[config.mk]
export PLATFORM = sky130hd
export DESIGN_NAME = text_console_writer
export DESIGN_NICKNAME = d
export VERILOG_FILES = /design/src/rtl/text_console_writer.sv
export SDC_FILE = /design/constraint.sdc
export NUM_CORES = 1
export LEC_CHECK = 0
export ABC_CLOCK_PERIOD_IN_PS = 7100
export CORE_ASPECT_RATIO = 1.5
export CORE_MARGIN = 5
export CORE_UTILIZATION = 55
export DETAILED_ROUTE_END_ITERATION = 10
export GPL_TIMING_DRIVEN = 1
export HOLD_SLACK_MARGIN = 0.08
export PLACE_DENSITY = 0.83
export SYNTH_ARGS = -nofsm -noshare
export SYNTH_HDL_FRONTEND = slang
export SYNTH_SLANG_ARGS = --single-unit
[constraint.sdc]
create_clock -name clk -period 7.1 [get_ports clk]
set_input_delay 1.065 -clock clk [delete_from_list [all_inputs] [get_ports clk]]
set_output_delay 1.065 -clock clk [all_outputs]
set_load 0.05 [all_outputs]
[src/rtl/text_console_writer.sv]
// Text console writer: turns a stream of ASCII codes into single-cell character-buffer
// writes, tracking a cursor, interpreting control codes and running hardware clear sweeps.
module text_console_writer #(
  parameter int unsigned SCOLS = 80,
  parameter int unsigned SROWS = 60,
  parameter int unsigned LCOLS = 40,
  parameter int unsigned LROWS = 30
) (
  input  logic       clk,
  input  logic       reset,
  input  logic       sL,
  input  logic       char_valid,
  output logic       char_ready,
  input  logic [6:0] char_ascii,
  input  logic [5:0] char_colour,
  input  logic       char_hl,
  output logic       wr_en,
  output logic [6:0] wr_x,
  output logic [5:0] wr_y,
  output logic [6:0] wr_ascii,
  output logic [5:0] wr_colour,
  output logic       wr_hl,
  output logic [6:0] cursor_x,
  output logic [5:0] cursor_y,
  output logic       busy
);

  localparam logic [6:0] Blank = 7'h20;

  typedef enum logic [1:0] {StIdle, StClrAll, StClrRow} state_e;

  state_e     state_q;
  logic       sl_q;
  logic [6:0] sweep_x_q;
  logic [5:0] sweep_y_q;
  logic [6:0] last_col;
  logic [5:0] last_row;
  logic [5:0] next_row;
  logic       take;
  logic       printable;

  always_comb begin
    last_col = sL ? 7'(LCOLS - 1) : 7'(SCOLS - 1);
    last_row = sL ? 6'(LROWS - 1) : 6'(SROWS - 1);
    next_row = (cursor_y == last_row) ? 6'd0 : cursor_y + 6'd1;
  end

  assign char_ready = (state_q == StIdle) && (sL == sl_q);
  assign busy       = (state_q != StIdle);
  assign take       = char_valid && char_ready;
  assign printable  = (char_ascii >= 7'h20) && (char_ascii <= 7'h7e);

  always_ff @(posedge clk) begin
    if (reset) begin
      state_q   <= StClrAll;
      sl_q      <= sL;
      sweep_x_q <= '0;
      sweep_y_q <= '0;
      cursor_x  <= '0;
      cursor_y  <= '0;
      wr_en     <= 1'b0;
      wr_x      <= '0;
      wr_y      <= '0;
      wr_ascii  <= '0;
      wr_colour <= '0;
      wr_hl     <= 1'b0;
    end else begin
      sl_q  <= sL;
      wr_en <= 1'b0;
      if (sL != sl_q) begin
        // Grid change wins over everything: restart a full sweep on the new geometry
        state_q   <= StClrAll;
        sweep_x_q <= '0;
        sweep_y_q <= '0;
        cursor_x  <= '0;
        cursor_y  <= '0;
      end else begin
        unique case (state_q)
          StIdle: begin
            if (take) begin
              if (printable) begin
                wr_en     <= 1'b1;
                wr_x      <= cursor_x;
                wr_y      <= cursor_y;
                wr_ascii  <= char_ascii;
                wr_colour <= char_colour;
                wr_hl     <= char_hl;
                if (cursor_x == last_col) begin
                  cursor_x  <= '0;
                  cursor_y  <= next_row;
                  sweep_x_q <= '0;
                  state_q   <= StClrRow;
                end else begin
                  cursor_x <= cursor_x + 7'd1;
                end
              end else begin
                case (char_ascii)
                  7'h0a: begin
                    cursor_x  <= '0;
                    cursor_y  <= next_row;
                    sweep_x_q <= '0;
                    state_q   <= StClrRow;
                  end
                  7'h0d: cursor_x <= '0;
                  7'h08: begin
                    if (cursor_x != '0) begin
                      cursor_x  <= cursor_x - 7'd1;
                      wr_en     <= 1'b1;
                      wr_x      <= cursor_x - 7'd1;
                      wr_y      <= cursor_y;
                      wr_ascii  <= Blank;
                      wr_colour <= '0;
                      wr_hl     <= 1'b0;
                    end
                  end
                  7'h0c: begin
                    state_q   <= StClrAll;
                    sweep_x_q <= '0;
                    sweep_y_q <= '0;
                    cursor_x  <= '0;
                    cursor_y  <= '0;
                  end
                  default: ;
                endcase
              end
            end
          end
          StClrRow: begin
            wr_en     <= 1'b1;
            wr_x      <= sweep_x_q;
            wr_y      <= cursor_y;
            wr_ascii  <= Blank;
            wr_colour <= '0;
            wr_hl     <= 1'b0;
            if (sweep_x_q == last_col) begin
              sweep_x_q <= '0;
              state_q   <= StIdle;
            end else begin
              sweep_x_q <= sweep_x_q + 7'd1;
            end
          end
          StClrAll: begin
            wr_en     <= 1'b1;
            wr_x      <= sweep_x_q;
            wr_y      <= sweep_y_q;
            wr_ascii  <= Blank;
            wr_colour <= '0;
            wr_hl     <= 1'b0;
            if (sweep_x_q == last_col) begin
              sweep_x_q <= '0;
              if (sweep_y_q == last_row) begin
                sweep_y_q <= '0;
                cursor_x  <= '0;
                cursor_y  <= '0;
                state_q   <= StIdle;
              end else begin
                sweep_y_q <= sweep_y_q + 6'd1;
              end
            end else begin
              sweep_x_q <= sweep_x_q + 7'd1;
            end
          end
          default: state_q <= StIdle;
        endcase
      end
    end
  end

endmodule

# Word level (Yosys, flattened, before mapping)

Cells that the tools add are included.

Output and inout port bits: 43
Flip-flop bits (word level): 57

Equal/unequal tests: 25
Bitwise logic cells: 1
Add/subtract/negate cells: 5
Reductions and logical operators: 20
Mux-type cells: 67
Order comparisons: 2

Operator list:

| operator                                                           | number |
|---|---|
| 2-to-1 mux 7 bit                                                   | 19 |
| 2-to-1 mux 6 bit                                                   | 20 |
| case mux 7 bit (2 select lines)                                    | 5 |
| case mux 6 bit (2 select lines)                                    | 4 |
| equality test 7 x 4 -> 1 bit (second input constant)               | 4 |
| case mux 6 bit (3 select lines)                                    | 1 |
| AND reduction 6 bit                                                | 3 |
| AND reduction 5 bit                                                | 3 |
| adder 7 x 1 -> 7 bit (second input constant)                       | 2 |
| equality test 7 bit                                                | 2 |
| adder 6 x 1 -> 6 bit (second input constant)                       | 2 |
| equality test 6 bit                                                | 2 |
| 2-to-1 mux 2 bit                                                   | 6 |
| != test 2 bit (second input constant)                              | 5 |
| != test 3 x 2 -> 1 bit (second input constant)                     | 3 |
| 2-to-1 mux 1 bit                                                   | 8 |
| greater-or-equal comparator 7 x 6 -> 1 bit (second input constant) | 1 |
| <= comparator 7 bit (second input constant)                        | 1 |
| nonzero test 7 bit                                                 | 1 |
| subtractor 7 x 1 -> 7 bit (second input constant)                  | 1 |
| case mux 2 bit (3 select lines)                                    | 1 |
| nonzero test 2 bit                                                 | 3 |
| OR reduction 2 bit                                                 | 3 |
| != test 4 x 2 -> 1 bit (second input constant)                     | 1 |
| other kinds (16)                                                   | 19 |

# Longest topological paths before layout

Depth after elaboration: 7
Gate-level depth with buffers: 10
Mapped depth without buffers: 8

# Least setup slack after synthesis

Ideal clock, no wire load.

Kind: input -> output
Start: input sL
End: output char_ready
Required time: 6.035 ns
Path slack: 3.982 ns
Buffers on the path: 1
Cell stages on the path: 3
Arrival: 2.053 ns
Cell sequence: buf_2 > xor2_1 > nor2_1

Word-level cells in the longest chain between the ends: 2

RTL lines:

| item                | line | text |
|---|---|---|
| start: declaration  | 11   | `input logic sL,` |
| equality test 1 bit | 48   | `assign char_ready = (state_q == StIdle) && (sL == sl_q);` |
| logical AND 1 bit   | 48   |  |
| end: declaration    | 13   | `output logic char_ready,` |

Every way passes these cells.

# Worst setup path after layout

Ends and elaborated chain as after synthesis.

==> qor.csv <==
metric,value,unit
via count,3428,
first-pass GRT wire length,16100,microns
"Reg clk slew, reported paths",0.07,ns
Die Y,106,microns
DP HPWL,6930,microns
register area,1140,sq um
H-tree depth,3,
clock buffer count from CTS,9,
later-pin clock latency in the skew report,0.36,ns
starting density of the core,0.556,
GP Congestion,0.912,
Max Fclk,0.252,GHz
syn_nets,435,
post-CTS sizing,0,
ANT nets after route,0,
met2 usage,0.443,
Worst EP required,6.03,ns
LEAKAGE,1.46,nW
DRC viols,0,
"top cells by count, synth","dfxtp_1 (57), nand2_1 (42), nor2_1 (27)",
"Hold Violations, Final",0,
CTS root buf,clkbuf_8,
Slew @ Worst Pin,0.966,ns
Hold/Removal Path Class,register to register,
library cells used by synthesis,61,
worst-path cell chain,"clkdlybuf4s50_1, xor2_1, nor2_1, clkdlybuf4s50_1",
Ports,61,
routed wire length,9670,microns
share of layout cells above drive strength 1,0.0566,
vias per std cell,6.43,
top cell type's share of synthesized area,0.340,
Max rail drop VDD,0.156,mV
Overall Global Routing Usage,0.260,
Mapped Area,3360,sq um
clock sink count,57,
Fin Setup TNS,0,ns
worst-path maximum fanout,11,
CP dominant cell by count,clkdlybuf4s50_1,
PortBufs,60,
Setup crit end kind,primary output,
hold_buf cts,0,
antenna cells,0,
vias in the first global route,3448,
Die Wd,73.8,microns
"FF+latch count, synth",57,
"Setup violations, final",0,
area of the multi-input gates,2040,sq um
gr busiest metal,met2,
cell row count,35,
power density over the cells,181,nW/um^2
largest net degree at the start of global routing,34,
DRT Pass-1 Iters,5,
async set-reset flop share out of synthesis,0,
Final Max Tran Viols,0,
post-layout util,0.691,
M1 GR Usage,0.286,
status,"finished, final reports clean",
Buf/Inv on CP,2,
leading area contributor after synthesis,dfxtp_1,
die area,7810,sq um
wire per inst,18.1,microns
Final min period,3.97,ns
Post-CTS Setup Bufs,0,
number of synthesized flops with an enable pin,0,
initial antenna violation count,0,
Worst path max stage delay,0.81,ns
maximum root-to-sink buffer count,2,
First DRT Iteration DRCs,246,
Final nets,482,
startpoint types,primary input,
CP Class,primary input to primary output,
setup repair after global routing missed its margin,no,
met3 GRT Util,0.0553,
Area Growth Syn to Fin,24.3,%
slew margin rel.,0.353,
Fill cells,506,
post-synthesis cell count,407,
CP max stage cell,clkdlybuf4s50_1,
dominant synthesized flop cell,dfxtp_1,
synth top area cells,"dfxtp_1 (34%), nand2_1 (4.7%), a31o_1 (3.9%)",
"count leader, synth",dfxtp_1,
clk_skew,0.0102,ns
period utilisation layout,0.559,
Syn Area/Cell,8.26,sq um
Core Region,6040,sq um
CP arrival,2.90,ns
TritonCTS clock tree,yes,
MaxCap Viol Count,0,
sequential element share of the synthesized area,0.340,
Top Family by Delay on Critical Path,buffers and inverters,
Congestion Overflow GR,0,
YS warnings,0,
layout make-up:
type                    instances  area share
multi-input cells             305       0.488
flip-flops and latches         57       0.273
repair buffers                 64       0.151
clock buffers                  10      0.0305
well taps                      74      0.0222
clock inverters                 6      0.0198
inverters                      17      0.0153
placed cells by master (no fill, tap or decap), types with 3 or more instances in the layout:
| master | instances |
|---|---|
| clkinv_2 | 3 |
| dfxtp_1 | 57 |
| a21o_1 | 3 |
| buf_4 | 4 |
| a31o_1 | 15 |
| nor3_1 | 23 |
| o21ai_0 | 16 |
| inv_1 | 16 |
| nor2b_1 | 6 |
| and3_1 | 9 |
| clkdlybuf4s50_1 | 60 |
| ha_1 | 10 |
| a32o_1 | 10 |
| xor2_1 | 9 |
| a2111o_1 | 3 |
| nor2_1 | 27 |
| a211oi_1 | 11 |
| or3_1 | 5 |
| xnor2_1 | 5 |
| a21oi_1 | 19 |
| nor3b_1 | 4 |
| a2111oi_0 | 10 |
| nor4bb_1 | 6 |
| or4_1 | 7 |
| clkbuf_8 | 9 |
| nand3_1 | 16 |
| nand2_1 | 42 |
| nand2b_1 | 4 |
| nor4_1 | 3 |
final timing paths:
path                             startpoint    endpoint  slack, ns  cells after the start
worst max-delay path                     sL  char_ready       3.13                      4
worst min-delay path                wr_y[4]     wr_y[4]       0.46                      2
worst max register to register  cursor_x[0]     wr_x[0]       4.04                      9
worst min register to register      wr_y[4]     wr_y[4]       0.46                      2
metrics by stage:
step	total power [mW]	area [sq um]	hold slack [ns]	setup slack [ns]	instances
after floorplan	0.393	3360	0.458	3.98	407
after global placement	0.423	3970	0.444	3.14	517
after detailed placement	0.425	3970	0.449	3.01	517
after global routing	0.777	4180	0.476	3.05	533
after CTS	0.756	4180	0.462	3.13	533
final	0.755	4180	0.459	3.13	533
registers in the layout, summed over array words and instances, names as in the netlist:
name and count:
sweep_y_q 6, wr_x 7, wr_hl 1, cursor_x 7, state_q 2, cursor_y 6
wr_en 1, wr_colour 6, wr_ascii 7, wr_y 6, sl_q 1, sweep_x_q 7
worst reg2reg max path, stage by stage, from the launching register on:
cell and delay [ns]:
dfxtp_1 0.40, inv_1 0.17, ha_1 0.24, or3b_1 0.43, nor4_2 0.28, o41ai_4 0.15, a31oi_2 0.21, buf_4 0.33
or2_1 0.55, a211oi_1 0.16
metal layers:
metal	share of wire	up-vias
li1	-	1622
met1	0.37	1617
met2	0.52	155
met3	0.070	34
met4	0.039	0
met5	0	-
logic make-up after synthesis:
logic type / Yosys count / share of synthesized area
simple gates: 167 / 0.266
compound gates: 114 / 0.265
flops: 57 / 0.340
buf+inv: 45 / 0.0555
xor+xnor: 14 / 0.0365
fa+ha+maj: 10 / 0.0372
power breakdown:
part	switching, mW	leakage [nW]	total (mW)	internal (mW)
combinational	0.0593	0.890	0.0902	0.0309
clock	0.140	0.106	0.336	0.196
sequential	0.00340	0.462	0.329	0.326
(Power assumes the default switching activity.)
